--- src/rtl/cache_req_arbiter.sv ---
// ---------------------------------------------------------------------------
// cache_req_arbiter
//
// Shares the single cache request port between two CPU-side requesters using
// round-robin arbitration. The winning request is registered onto the cache
// inputs and held until the cache reports hit. The read data and a one-cycle
// done strobe then go back to the winner.
//
// Parameters:
//   TIMEOUT      maximum BUSY cycles without hit before abort (watchdog only)
//
// Ports:
//   clock, reset               clock and synchronous active-high reset
//   read0/write0/addr0/wdata0  requester 0 operation, address, write data
//   read1/write1/addr1/wdata1  requester 1 operation, address, write data
//   done0/done1                one-cycle completion strobe per requester
//   rdata0/rdata1              read return data (held after done)
//   err0/err1                  abort flag, qualified by done
//   read/write/Address/Write_Data  request to the cache
//   hit/rData                  completion and read data from the cache
//   busy                       high while an access is in flight (BUSY/RESP)
//
// Optional feature: define CACHE_ARB_WATCHDOG_EN to abort an access that
// sees no hit within TIMEOUT BUSY cycles (reported with err).
//
// MEM_ADDR_SIZE / WORD_SIZE_BIT normally come from sys_defs.vh; fallback
// values are provided so the block builds on its own.
// ---------------------------------------------------------------------------
`ifndef MEM_ADDR_SIZE
`define MEM_ADDR_SIZE 8
`endif
`ifndef WORD_SIZE_BIT
`define WORD_SIZE_BIT 16
`endif

module cache_req_arbiter #(
    parameter int TIMEOUT = 64
) (
    input  logic                      clock,
    input  logic                      reset,
    input  logic                      read0,
    input  logic                      write0,
    input  logic [`MEM_ADDR_SIZE-1:0] addr0,
    input  logic [`WORD_SIZE_BIT-1:0] wdata0,
    input  logic                      read1,
    input  logic                      write1,
    input  logic [`MEM_ADDR_SIZE-1:0] addr1,
    input  logic [`WORD_SIZE_BIT-1:0] wdata1,
    output logic                      done0,
    output logic                      done1,
    output logic [`WORD_SIZE_BIT-1:0] rdata0,
    output logic [`WORD_SIZE_BIT-1:0] rdata1,
    output logic                      err0,
    output logic                      err1,
    output logic                      read,
    output logic                      write,
    output logic [`MEM_ADDR_SIZE-1:0] Address,
    output logic [`WORD_SIZE_BIT-1:0] Write_Data,
    input  logic                      hit,
    input  logic [`WORD_SIZE_BIT-1:0] rData,
    output logic                      busy
);

    localparam int AW = `MEM_ADDR_SIZE;
    localparam int DW = `WORD_SIZE_BIT;

    typedef enum logic [1:0] {
        IDLE = 2'd0,
        BUSY = 2'd1,
        RESP = 2'd2
    } state_t;

    // Per-requester views of the request inputs.
    logic [1:0]    rd_req;
    logic [1:0]    wr_req;
    logic [1:0]    any_req;
    logic [AW-1:0] addr_req  [2];
    logic [DW-1:0] wdata_req [2];

    assign rd_req = {read1, read0};
    assign wr_req = {write1, write0};
    assign addr_req[0]  = addr0;
    assign addr_req[1]  = addr1;
    assign wdata_req[0] = wdata0;
    assign wdata_req[1] = wdata1;

    generate
        for (genvar gi = 0; gi < 2; gi++) begin : g_req
            assign any_req[gi] = rd_req[gi] | wr_req[gi];
        end
    endgenerate

    state_t        state_reg, state_next;
    logic          last_grant_reg, last_grant_next;
    logic          grant_reg, grant_next;
    logic          read_reg, read_next;
    logic          write_reg, write_next;
    logic [AW-1:0] addr_reg, addr_next;
    logic [DW-1:0] wdata_reg, wdata_next;
    logic [1:0]    done_reg, done_next;
    logic [1:0]    err_reg, err_next;
    logic [DW-1:0] rdata_reg [2];
    logic [DW-1:0] rdata_next [2];
    logic          winner;

`ifdef CACHE_ARB_WATCHDOG_EN
    localparam int WD_W = $clog2(TIMEOUT) + 1;
    logic [WD_W-1:0] wd_cnt_reg, wd_cnt_next;
`endif

    // Under contention the requester that did not win last time goes first;
    // a lone requester wins outright.
    assign winner = (any_req == 2'b11) ? ~last_grant_reg : any_req[1];

    always_comb begin
        state_next      = state_reg;
        last_grant_next = last_grant_reg;
        grant_next      = grant_reg;
        read_next       = read_reg;
        write_next      = write_reg;
        addr_next       = addr_reg;
        wdata_next      = wdata_reg;
        done_next       = done_reg;
        err_next        = err_reg;
        rdata_next      = rdata_reg;
`ifdef CACHE_ARB_WATCHDOG_EN
        wd_cnt_next     = wd_cnt_reg;
`endif
        case (state_reg)
            IDLE: begin
                if (|any_req) begin
                    grant_next      = winner;
                    last_grant_next = winner;
                    // Read+write together is a write; read stays low.
                    write_next      = wr_req[winner];
                    read_next       = rd_req[winner] & ~wr_req[winner];
                    addr_next       = addr_req[winner];
                    wdata_next      = wdata_req[winner];
                    state_next      = BUSY;
`ifdef CACHE_ARB_WATCHDOG_EN
                    wd_cnt_next     = '0;
`endif
                end
            end
            BUSY: begin
                if (hit) begin
                    if (read_reg) begin
                        rdata_next[grant_reg] = rData;
                    end
                    done_next[grant_reg] = 1'b1;
                    read_next            = 1'b0;
                    write_next           = 1'b0;
                    state_next           = RESP;
                end
`ifdef CACHE_ARB_WATCHDOG_EN
                else if (wd_cnt_reg == WD_W'(TIMEOUT - 1)) begin
                    done_next[grant_reg] = 1'b1;
                    err_next[grant_reg]  = 1'b1;
                    read_next            = 1'b0;
                    write_next           = 1'b0;
                    state_next           = RESP;
                end else begin
                    wd_cnt_next = wd_cnt_reg + 1'b1;
                end
`endif
            end
            RESP: begin
                // Single response cycle; no arbitration here.
                done_next  = '0;
                err_next   = '0;
                state_next = IDLE;
            end
            default: state_next = IDLE;
        endcase
    end

    always_ff @(posedge clock) begin
        if (reset) begin
            state_reg      <= IDLE;
            last_grant_reg <= 1'b1;
            grant_reg      <= 1'b0;
            read_reg       <= 1'b0;
            write_reg      <= 1'b0;
            addr_reg       <= '0;
            wdata_reg      <= '0;
            done_reg       <= '0;
            err_reg        <= '0;
            rdata_reg[0]   <= '0;
            rdata_reg[1]   <= '0;
`ifdef CACHE_ARB_WATCHDOG_EN
            wd_cnt_reg     <= '0;
`endif
        end else begin
            state_reg      <= state_next;
            last_grant_reg <= last_grant_next;
            grant_reg      <= grant_next;
            read_reg       <= read_next;
            write_reg      <= write_next;
            addr_reg       <= addr_next;
            wdata_reg      <= wdata_next;
            done_reg       <= done_next;
            err_reg        <= err_next;
            rdata_reg[0]   <= rdata_next[0];
            rdata_reg[1]   <= rdata_next[1];
`ifdef CACHE_ARB_WATCHDOG_EN
            wd_cnt_reg     <= wd_cnt_next;
`endif
        end
    end

    assign read       = read_reg;
    assign write      = write_reg;
    assign Address    = addr_reg;
    assign Write_Data = wdata_reg;
    assign done0      = done_reg[0];
    assign done1      = done_reg[1];
    assign err0       = err_reg[0];
    assign err1       = err_reg[1];
    assign rdata0     = rdata_reg[0];
    assign rdata1     = rdata_reg[1];
    assign busy       = (state_reg != IDLE);

endmodule

--- config.mk ---
export PLATFORM = sky130hd
export DESIGN_NAME = cache_req_arbiter
export DESIGN_NICKNAME = d
export VERILOG_FILES = /design/src/rtl/cache_req_arbiter.sv
export SDC_FILE = /design/constraint.sdc
export NUM_CORES = 1
export LEC_CHECK = 0
export ABC_AREA = 1
export BUFFER_PORTS_ARGS = -buffer_cell sky130_fd_sc_hd__buf_2
export CAP_MARGIN = 40
export CORE_ASPECT_RATIO = 0.9
export CORE_UTILIZATION = 35
export CTS_CLUSTER_SIZE = 14
export DETAILED_ROUTE_END_ITERATION = 7
export PLACE_DENSITY = 0.72
export SYNTH_ARGS = -nofsm -noshare
export SYNTH_HDL_FRONTEND = slang
export SYNTH_SLANG_ARGS = --single-unit
--- constraint.sdc ---
create_clock -name clock -period 3.1 [get_ports clock]
set_clock_uncertainty 0.15 [all_clocks]
set_input_delay 0 -clock clock [delete_from_list [all_inputs] [get_ports clock]]
set_output_delay 0 -clock clock [all_outputs]
set_load 0.01 [all_outputs]
# ---- Word level (Yosys, flattened, before mapping)
# Cells that the tools add are included.
dict set report word_totals {
  input_bits 71
  word_cells 67
  output_inout_bits 63
  register_bits 64
}
dict set report classes {
  n_mux 26
  magnitude_cmp 6
  reduce_logical 12
  n_bitwise 8
  eq_ne 5
}
# op n
set ops {}
lappend ops {{$mux W16} 4}
lappend ops {{$bwmux W32} 1}
lappend ops {{$mux W8} 3}
lappend ops {{$demux W16 S1} 1}
lappend ops {{$mux W1} 9}
lappend ops {{$pmux W2 S2} 2}
lappend ops {{$mux W2} 3}
lappend ops {{$reduce_and A2 Y1} 3}
lappend ops {{$reduce_and A3 Y1} 2}
lappend ops {{$reduce_bool A2 Y1} 3}
lappend ops {{$eq A2 B2 Y1 const B} 2}
lappend ops {{$ge A2 B2 Y1 const B} 2}
lappend ops {{$lt A1 B2 Y1 const B} 2}
lappend ops {{$ne A2 B2 Y1 const B} 2}
lappend ops {{$not A1 Y2} 2}
lappend ops {{$pmux W1 S2} 2}
lappend ops {{$eq A2 B1 Y1 const B} 1}
lappend ops {{$logic_and A1 B1 Y1} 2}
lappend ops {{$logic_not A2 Y1} 1}
lappend ops {{$lt A2 B1 Y1 const B} 1}
lappend ops {{$not A1 Y1} 2}
lappend ops {{$or A1 B1 Y1} 2}
lappend ops {{$or A2 B2 Y2} 1}
lappend ops {{$reduce_or A2 Y1} 1}
lappend ops {{3 further kinds} 3}

# ---- Longest topological paths before layout
# Gate-level depths: netlist of the first run.
dict set report depth {
  word_depth 9
  mapped_depth 9
  ltp_nobuf 8
}

# ---- Worst setup path before layout of the first run
# Ideal clock, no wire load.
dict set report synth_timing {
  path_kind {reg-to-reg}
  start {reg read_reg (netlist: read)}
  end {reg rdata_reg, in the netlist rdata1[1]}
  n_path_buf 1
  required_time_ns 2.818
  t_arrival_ns 1.038
  setup_time_ns 0.132
  slack_ns 1.780
  synth_period_minus_slack_ns 1.320
  path_stages_with_launch 7
  cell_sequence {dfxtp_1 -> nand2_1 -> nor2_4 -> nand2_2 -> buf_2 -> nand2_1 -> a21oi_1}
}
dict set report synth_between {
  elab_chain_cells 1
}
# item line_no
set synth_lines {}
lappend synth_lines {{start, declared} 96} ;# logic read_reg, read_next;
lappend synth_lines {{start signal, assigned} 197} ;# read_reg <= read_next;
lappend synth_lines {{$reduce_and A3 Y1 (no line)} -}
lappend synth_lines {{end, declared} 102} ;# logic [DW-1:0] rdata_reg [2];
# No other way between the ends.
# A chain may end at the register's enable or synchronous reset.

# ---- Worst setup path in the final report of the first run
dict set report layout_timing {
  start {in write0}
  end {reg addr_reg[2] (netlist: Address[2])}
}
dict set report layout_between {
  elab_chain_cells 7
  elab_cells_between_ends 9
  cone_classes {1 x eq/ne; 4 x mux; 2 x bitwise; 2 x reduce/logical}
}
# item line_no
set layout_lines {}
lappend layout_lines {{start, declared} 42} ;# input logic write0,
lappend layout_lines {{$or A1 B1 Y1 (*)} 89} ;# assign any_req[gi] = rd_req[gi] | wr_req[gi];
lappend layout_lines {{$eq A2 B2 Y1} 113} ;# assign winner = (any_req == 2'b11) ? ~last_grant_reg : any_req[1];
lappend layout_lines {{$mux W1} 113}
lappend layout_lines {{$not A1 Y2 (not written as such)} 137} ;# addr_next = addr_req[winner];
lappend layout_lines {{$mux W8 (not written as such) (3 in series)} 137}
lappend layout_lines {{end signal, assigned} 199} ;# addr_reg <= addr_next;
lappend layout_lines {{end, declared} 98} ;# logic [AW-1:0] addr_reg, addr_next;
# Mark *: on every way between the ends. The rest lies on a longest branch, timed or not. The select of a mux whose other input is x is not followed.

==> results.md, run 1 <==
* Int Pwr at 1.50 mW
* Post-synth top flop: dfxtp_1
* VDD IR max at 0.200 mV
* Sw Pwr at 665 uW
* Cell area after layout at 4390 um2
* Ys async rst share at 0
* Effective utilization at floorplan at 0.370
* Fmax at ~0.38 GHz
* CP Data Required Time at around 3.2 ns
* Via count at 3238
* Via/cell ratio at 4.66
* Logic pwr share at 0.237
* Avg Cell Area, Syn at 7.07 um2
* Cell taking the most area after synthesis: dfxtp_1
* Yosys top cell area share at 0.451
* DPL Wire Length at 5.09 mm
* Core footprint at 7690 um2
* Max_cap viols at 0
* Most frequent cells in the layout: buf_2, nand2_1, dlygate4sd3_1
* ANT nets after route at 0
* CTS root buf: clkbuf_8
* Filler cells at 660
* Placed cell areas at 3460 um2
* Setup Viol. Count Final at 0
* PwrDens at 493 nW/um2
* Startpoint types: primary input
* Number of synthesized flops with an enable pin at 0
* Nets at between 600 and 700
* # rows at 30
* Number of antenna violations at the first check in global routing at 0
* Total negative slack at 0 ns
* Post-synthesis cell type count at 21
* Worst slew pin tran at 0.701 ns
* Width of the die at 97.0 um
* Post-CTS setup buffer count at 0
* Fin. max-slew vios at 0
* Synth-to-Final Area Change at 54.5%
* Hold Vio Cnt, Final at 0
* Tmin final at 2.66 ns
* Worst-path clk slew at 0.07 ns
* GRT Util Overall at 0.206
* Slew headroom at 0.532
* RSZ-0062 raised after global routing: false
* Clock buffer depth at 2
* Status: finished, final reports clean
* Fin crit share at 0.857
* Multi-input logic area at 1250 um2
* Post-synthesis sequential area ratio at 0.451
* PostCTS Resize Cnt at 0
* CTS tree: built
* Sw Share at 0.307
* DR iter-0 viols at 131
* Seq cells post-synth at 64
* Largest net degree at the start of global routing at 52
* Critical Path AT at 2.76 ns
* Sequential share of power at 0.420
* Htree depth at 3
* Syn Std Cell Area at 2840 um2
* Main area contributors after synthesis: dfxtp_1, nand2_1, nand3_1, a21oi_1, nor2_1
* Remaining DRCs at 0
* Clock network power share at 0.343
* I/O Buffers at approximately 130
* Clock insertion delay at the later pin of the skew report at approximately 0.35 ns
* Grt ovf at 0
* Synthesis Warnings at 0
* Number of global-route vias before repair at 3059
* WL/cell at 12.5 um
* Die footprint at 8490 um2
* Io pins at about 130
* Most common cell after layout, fill and taps aside: buf_2
* Setup CP Type: primary input to flop
* First-pass GRT wire length at 14.0 mm
* CTS Hold Buffers Added at 72
* Register area at 1280 um2
* Syn Inst Count at about 400
* Worst setup EP type: flop
* Layout cells sized above 1 at 0.292
* CP max FO at 51
* Total CTS buffers at 9
* WL final at 8.68 mm
* Placer Congestion at 0.777
* Hold Crit Class: primary input to flop
* Leakage power at between 2 and 2.5 nW
* N_diodes at 0
* Clock Sinks at 64
* Die Span Y at 87.5 um
* Detailed Routing Iterations Pass 1 at 4
worst paths after layout:
| kind | start | end | slack [ns] | depth (start not counted) |
|---|---|---|---|---|
| worst max-delay path | write0 | Address[2]$_SDFFE_PP0P_ | 0.44 | 11 |
| worst min-delay path | read0 | grant_reg$_SDFFE_PP0P_ | 0.15 | 6 |
| worst max register to register | state_reg[1]$_SDFFE_PP0P_ | Address[2]$_SDFFE_PP0P_ | 0.84 | 7 |
| worst min register to register | rdata0[4]$_SDFFE_PP0P_ | rdata0[4]$_SDFFE_PP0P_ | 0.31 | 2 |
stage by stage:
stage,hold WS (ns),instances,power (mW),util,worst slack (ns)
global route,0.195,695,2.28,0.571,0.340
detailed placement,0.137,606,1.31,0.449,1.22
CTS,0.123,694,2.17,0.569,0.497
floorplan,0.0144,403,1.19,-,1.78
global placement,0.130,606,1.30,0.449,1.24
finish,0.149,695,2.16,0.571,0.443
per-layer routing:
metal / vias up / GRT usage / wire (um)
li1: 1637 / - / -
met1: 1437 / 0.240 / 3670
met2: 150 / 0.362 / 4130
met3: 14 / 0.0690 / 759
met4: 0 / 0.0651 / 119
met5: - / 0 / 0
cells in the mapped netlist (4+ instances only):
cell type	number
nor2_2	14
nor2_1	42
dfxtp_1	64
nand2_2	4
inv_1	32
clkbuf_1	4
buf_4	8
nand3_1	57
a21oi_1	37
nand2_1	114
buf_6	6
nor2_4	4
buf_2	8
power by group through the flow:
stage	Combinational, mW	Sequential [mW]	Clock (mW)
after floorplan	0.243	0.949	0
after global placement	0.374	0.923	0
final	0.512	0.909	0.744
after detailed placement	0.383	0.925	0
after CTS	0.496	0.907	0.762
after global routing	0.563	0.915	0.804
worst max-delay path: stages:
cell,delay [ns]
dlygate4sd3_1,0.52
buf_2,0.14
nor2_4,0.06
nand2_2,0.05
dlygate4sd3_1,0.56
nand2_2,0.10
inv_4,0.43
nand3_1,0.17
dlygate4sd3_1,0.60
nand2_1,0.06
inv_1,0.03
kinds of logic after synthesis:
logic type	after synthesis	share of synthesized area
flops	64	0.451
compound gates	41	0.0752
simple gates	235	0.362
buf+inv	61	0.111
other cells	1	0.00132
final cells by class:
class / instances / share of cell area
Clock inverter: 7 / 0.0177
Inverter: 35 / 0.0305
Timing Repair Buffer: 206 / 0.320
Tap cell: 96 / 0.0273
Clock buffer: 9 / 0.0282
Multi-Input combinational cell: 278 / 0.285
Sequential cell: 64 / 0.292
Note: power is estimated with default switching activity, not from simulation.
==> inputs of run 2 (changes only) <==
--- a/config.mk
+++ b/config.mk
@@ -5,14 +5,15 @@
 export SDC_FILE = /design/constraint.sdc
 export NUM_CORES = 1
 export LEC_CHECK = 0
-export ABC_AREA = 1
+export ABC_AREA = 0
 export BUFFER_PORTS_ARGS = -buffer_cell sky130_fd_sc_hd__buf_2
 export CAP_MARGIN = 40
 export CORE_ASPECT_RATIO = 0.9
 export CORE_UTILIZATION = 35
 export CTS_CLUSTER_SIZE = 14
 export DETAILED_ROUTE_END_ITERATION = 7
-export PLACE_DENSITY = 0.72
+export PLACE_DENSITY = 0.74
+export SLEW_MARGIN = 20
 export SYNTH_ARGS = -nofsm -noshare
 export SYNTH_HDL_FRONTEND = slang
 export SYNTH_SLANG_ARGS = --single-unit
==> run 2 against run 1 <==
Combinational power decreased by 12%. Die area is 12% lower. Critical endpoint is now Write_Data[4]$_SDFFE_PP0P_. Area after synthesis is 12% lower. Clock power fell by 17%. Largest cell class unchanged. Register-to-register slack lost 0.13 ns. Non-clock buffer count up 1. Fmax is 6.3% higher. Highest routed layer unchanged.
==> results.md, run 2 <==
* CP max FO at 30
* CTS tree: built
* Final Core Density at 0.610
* Synthesis Warnings at 0
* Total negative slack at 0 ns
* Logic pwr share at 0.228
* VDD IR max at between 0.15 and 0.2 mV
* Number of antenna violations at the first check in global routing at 0
* ANT nets after route at 0
* Ys async rst share at 0
* Sw Pwr at 559 uW
* Via/cell ratio at 4.94
* Post-CTS setup buffer count at 0
* Avg Cell Area, Syn at 7.90 um2
* Largest net degree at the start of global routing at 34
* Sequential share of power at 0.459
* DPL Wire Length at 4.95 mm
* Layout cells sized above 1 at 0.302
* Pwr Total at 1.97 mW
* Hold Crit Class: primary input to flop
* Core footprint at 6730 um2
* Status: finished, final reports clean
* Fin. max-slew vios at 0
* Crit-path max cell delay at 0.59 ns
* Setup Viol. Count Final at 0
* Post-synth top cells: nand2_1, dfxtp_1, a21oi_1, nor2_1, a211oi_1
* PostCTS Resize Cnt at 0
* Total CTS buffers at 9
* Fmax at 0.400 GHz
* Detailed Routing Iterations Pass 1 at 6
* Syn Std Cell Area at 2500 um2
* CTS Hold Buffers Added at 71
* Worst path cell trace: dlygate4sd3_1 > buf_2 > nor4_1 > or2_4 > a21oi_1 > a211oi_1 > dlygate4sd3_1
* Seq cells post-synth at between 60 and 70
* Hold Vio Cnt, Final at 0
* Main area contributors after synthesis: dfxtp_1, nand2_1, a21oi_1, a211oi_1, nor2_1
* DR iter-0 viols at 142
* First-pass GRT wire length at 13.2 mm
* CTS root buf: clkbuf_8
* Grt ovf at 0
* Slew headroom at 0.548
* Max_cap viols at 0
* Post-synth top flop: dfxtp_1
* Cells after DPL at slightly above 500
* Io pins at 134
* Syn Inst Count at 316
* Leakage power at 1.91 nW
* Htree depth at 3
* Cell with the most instances after synthesis: nand2_1
* WL/cell at 14.0 um
* Setup CP Type: primary input to flop
* Most common cell after layout, fill and taps aside: buf_2
* GRT Util Overall at 0.226
* Cell taking the most area after synthesis: dfxtp_1
* Nets at 583
* Number of global-route vias before repair at a little under 3000
* Remaining DRCs at 0
* Placer Congestion at roughly 0.77
* Clock Sinks at 64
* WL final at 8.52 mm
* PwrDens at 481 nW/um2
* Fin crit share at 0.807
* RSZ-0062 raised after global routing: false
* Worst slew pin tran at about 0.68 ns
* Worst setup EP type: flop
* Critical Path AT at between 2 and 3 ns
* Int Pwr at 1.41 mW
* I/O Buffers at 131
* Clock buffer depth at 2
* Clock network power share at 0.313
* Yosys top cell area share at 0.513
* Width of the die at 91.0 um
* Via count at 2998
* # rows at 28
* Tmin final at 2.50 ns
* Effective utilization at floorplan at 0.371
* N_diodes at 0
* CP Data Required Time at 3.23 ns
* Slowest-stage cell, CP: dlygate4sd3_1
* Post-synthesis sequential area ratio at 0.513
* Clock insertion delay at the later pin of the skew report at 0.33 ns
* Final cell count without fillers at 607
* Sw Share at 0.283
* Post-synthesis cell type count at 26
* Number of synthesized flops with an enable pin at 0
* Startpoint types: primary input
* Die footprint at 7480 um2
* Most common cell on crit path: dlygate4sd3_1
* Die Span Y at a little over 80 um
* Synth-to-Final Area Change at 64.2%
* Worst-path clk slew at around 0.07 ns
* Most frequent cells in the layout: buf_2, nand2_1, dlygate4sd3_1
==> run 2: cell types whose count changed in the layout (fill, tap and decap cells not counted), moves of 3 or more <==
cell	previous run	this run
inv_1	32	0
nor2_2	14	1
a211oi_1	0	24
nand2_1	114	91
clkinvlp_4	4	0
a21oi_1	37	61
clkinv_2	0	4
nand3_1	57	3
nor2_4	4	0
nand2_2	4	0
nand3b_1	0	3
nor2_1	42	28
==> run 2: final timing paths <==
| check | start | to | slack [ns] | cells after the start |
|---|---|---|---|---|
| hold reg to reg | rdata0[3]$_SDFFE_PP0P_ | rdata0[3]$_SDFFE_PP0P_ | 0.30 | 2 |
| setup / recovery | write1 | Write_Data[4]$_SDFFE_PP0P_ | 0.60 | 7 |
| setup reg to reg | state_reg[1]$_SDFFE_PP0P_ | Write_Data[3]$_SDFFE_PP0P_ | 0.71 | 6 |
| hold / removal | write0 | write$_SDFFE_PP0P_ | 0.01 | 4 |
==> run 2: critical path: cells and delay by family <==
kind                   cells  cell delay, ns
and+or+nand+nor            2            0.96
AOI/OAI and AO/OA          2            0.38
buffers and inverters      3            1.28
==> run 2: through the flow <==
stage	area [um2]	worst slack (ns)	hold WS (ns)
finish	4100	0.599	0.0144
global route	4100	0.469	0.0391
CTS	4090	0.630	0.00900
detailed placement	3210	1.28	0.102
global placement	3170	1.10	0.0979
floorplan	2500	1.44	-0.0140
==> run 2: cells by family after synthesis <==
group,Yosys count,share of synthesized area
AOI/OAI and AO/OA,91,0.210
buffers and inverters,23,0.0441
DFF,64,0.513
other,1,0.00150
and+or+nand+nor,137,0.231
==> run 2: cell type report <==
class	instances	area, um2
tap	90	113
fill	614	2630
timing repair buffer	207	1430
multi-input combinational	230	1110
clock buffer	12	145
sequential	64	1280
clock inverter	4	20.0
==> run 2: metal layers <==
layer,routed length [um],global-route usage,up-vias
met5,0,0,-
met4,403,0.163,0
met3,434,0.0449,39
met2,4250,0.395,120
met1,3430,0.253,1385
li1,-,-,1454
==> run 2: power by group through the flow <==
stage / registers (mW) / logic [mW] / clock network (mW)
2_1_floorplan: 0.945 / 0.171 / 0
3_3_place_gp: 0.922 / 0.314 / 0
3_5_place_dp: 0.923 / 0.327 / 0
4_1_cts: 0.905 / 0.432 / 0.626
5_1_grt: 0.912 / 0.488 / 0.666
6_report: 0.906 / 0.450 / 0.617
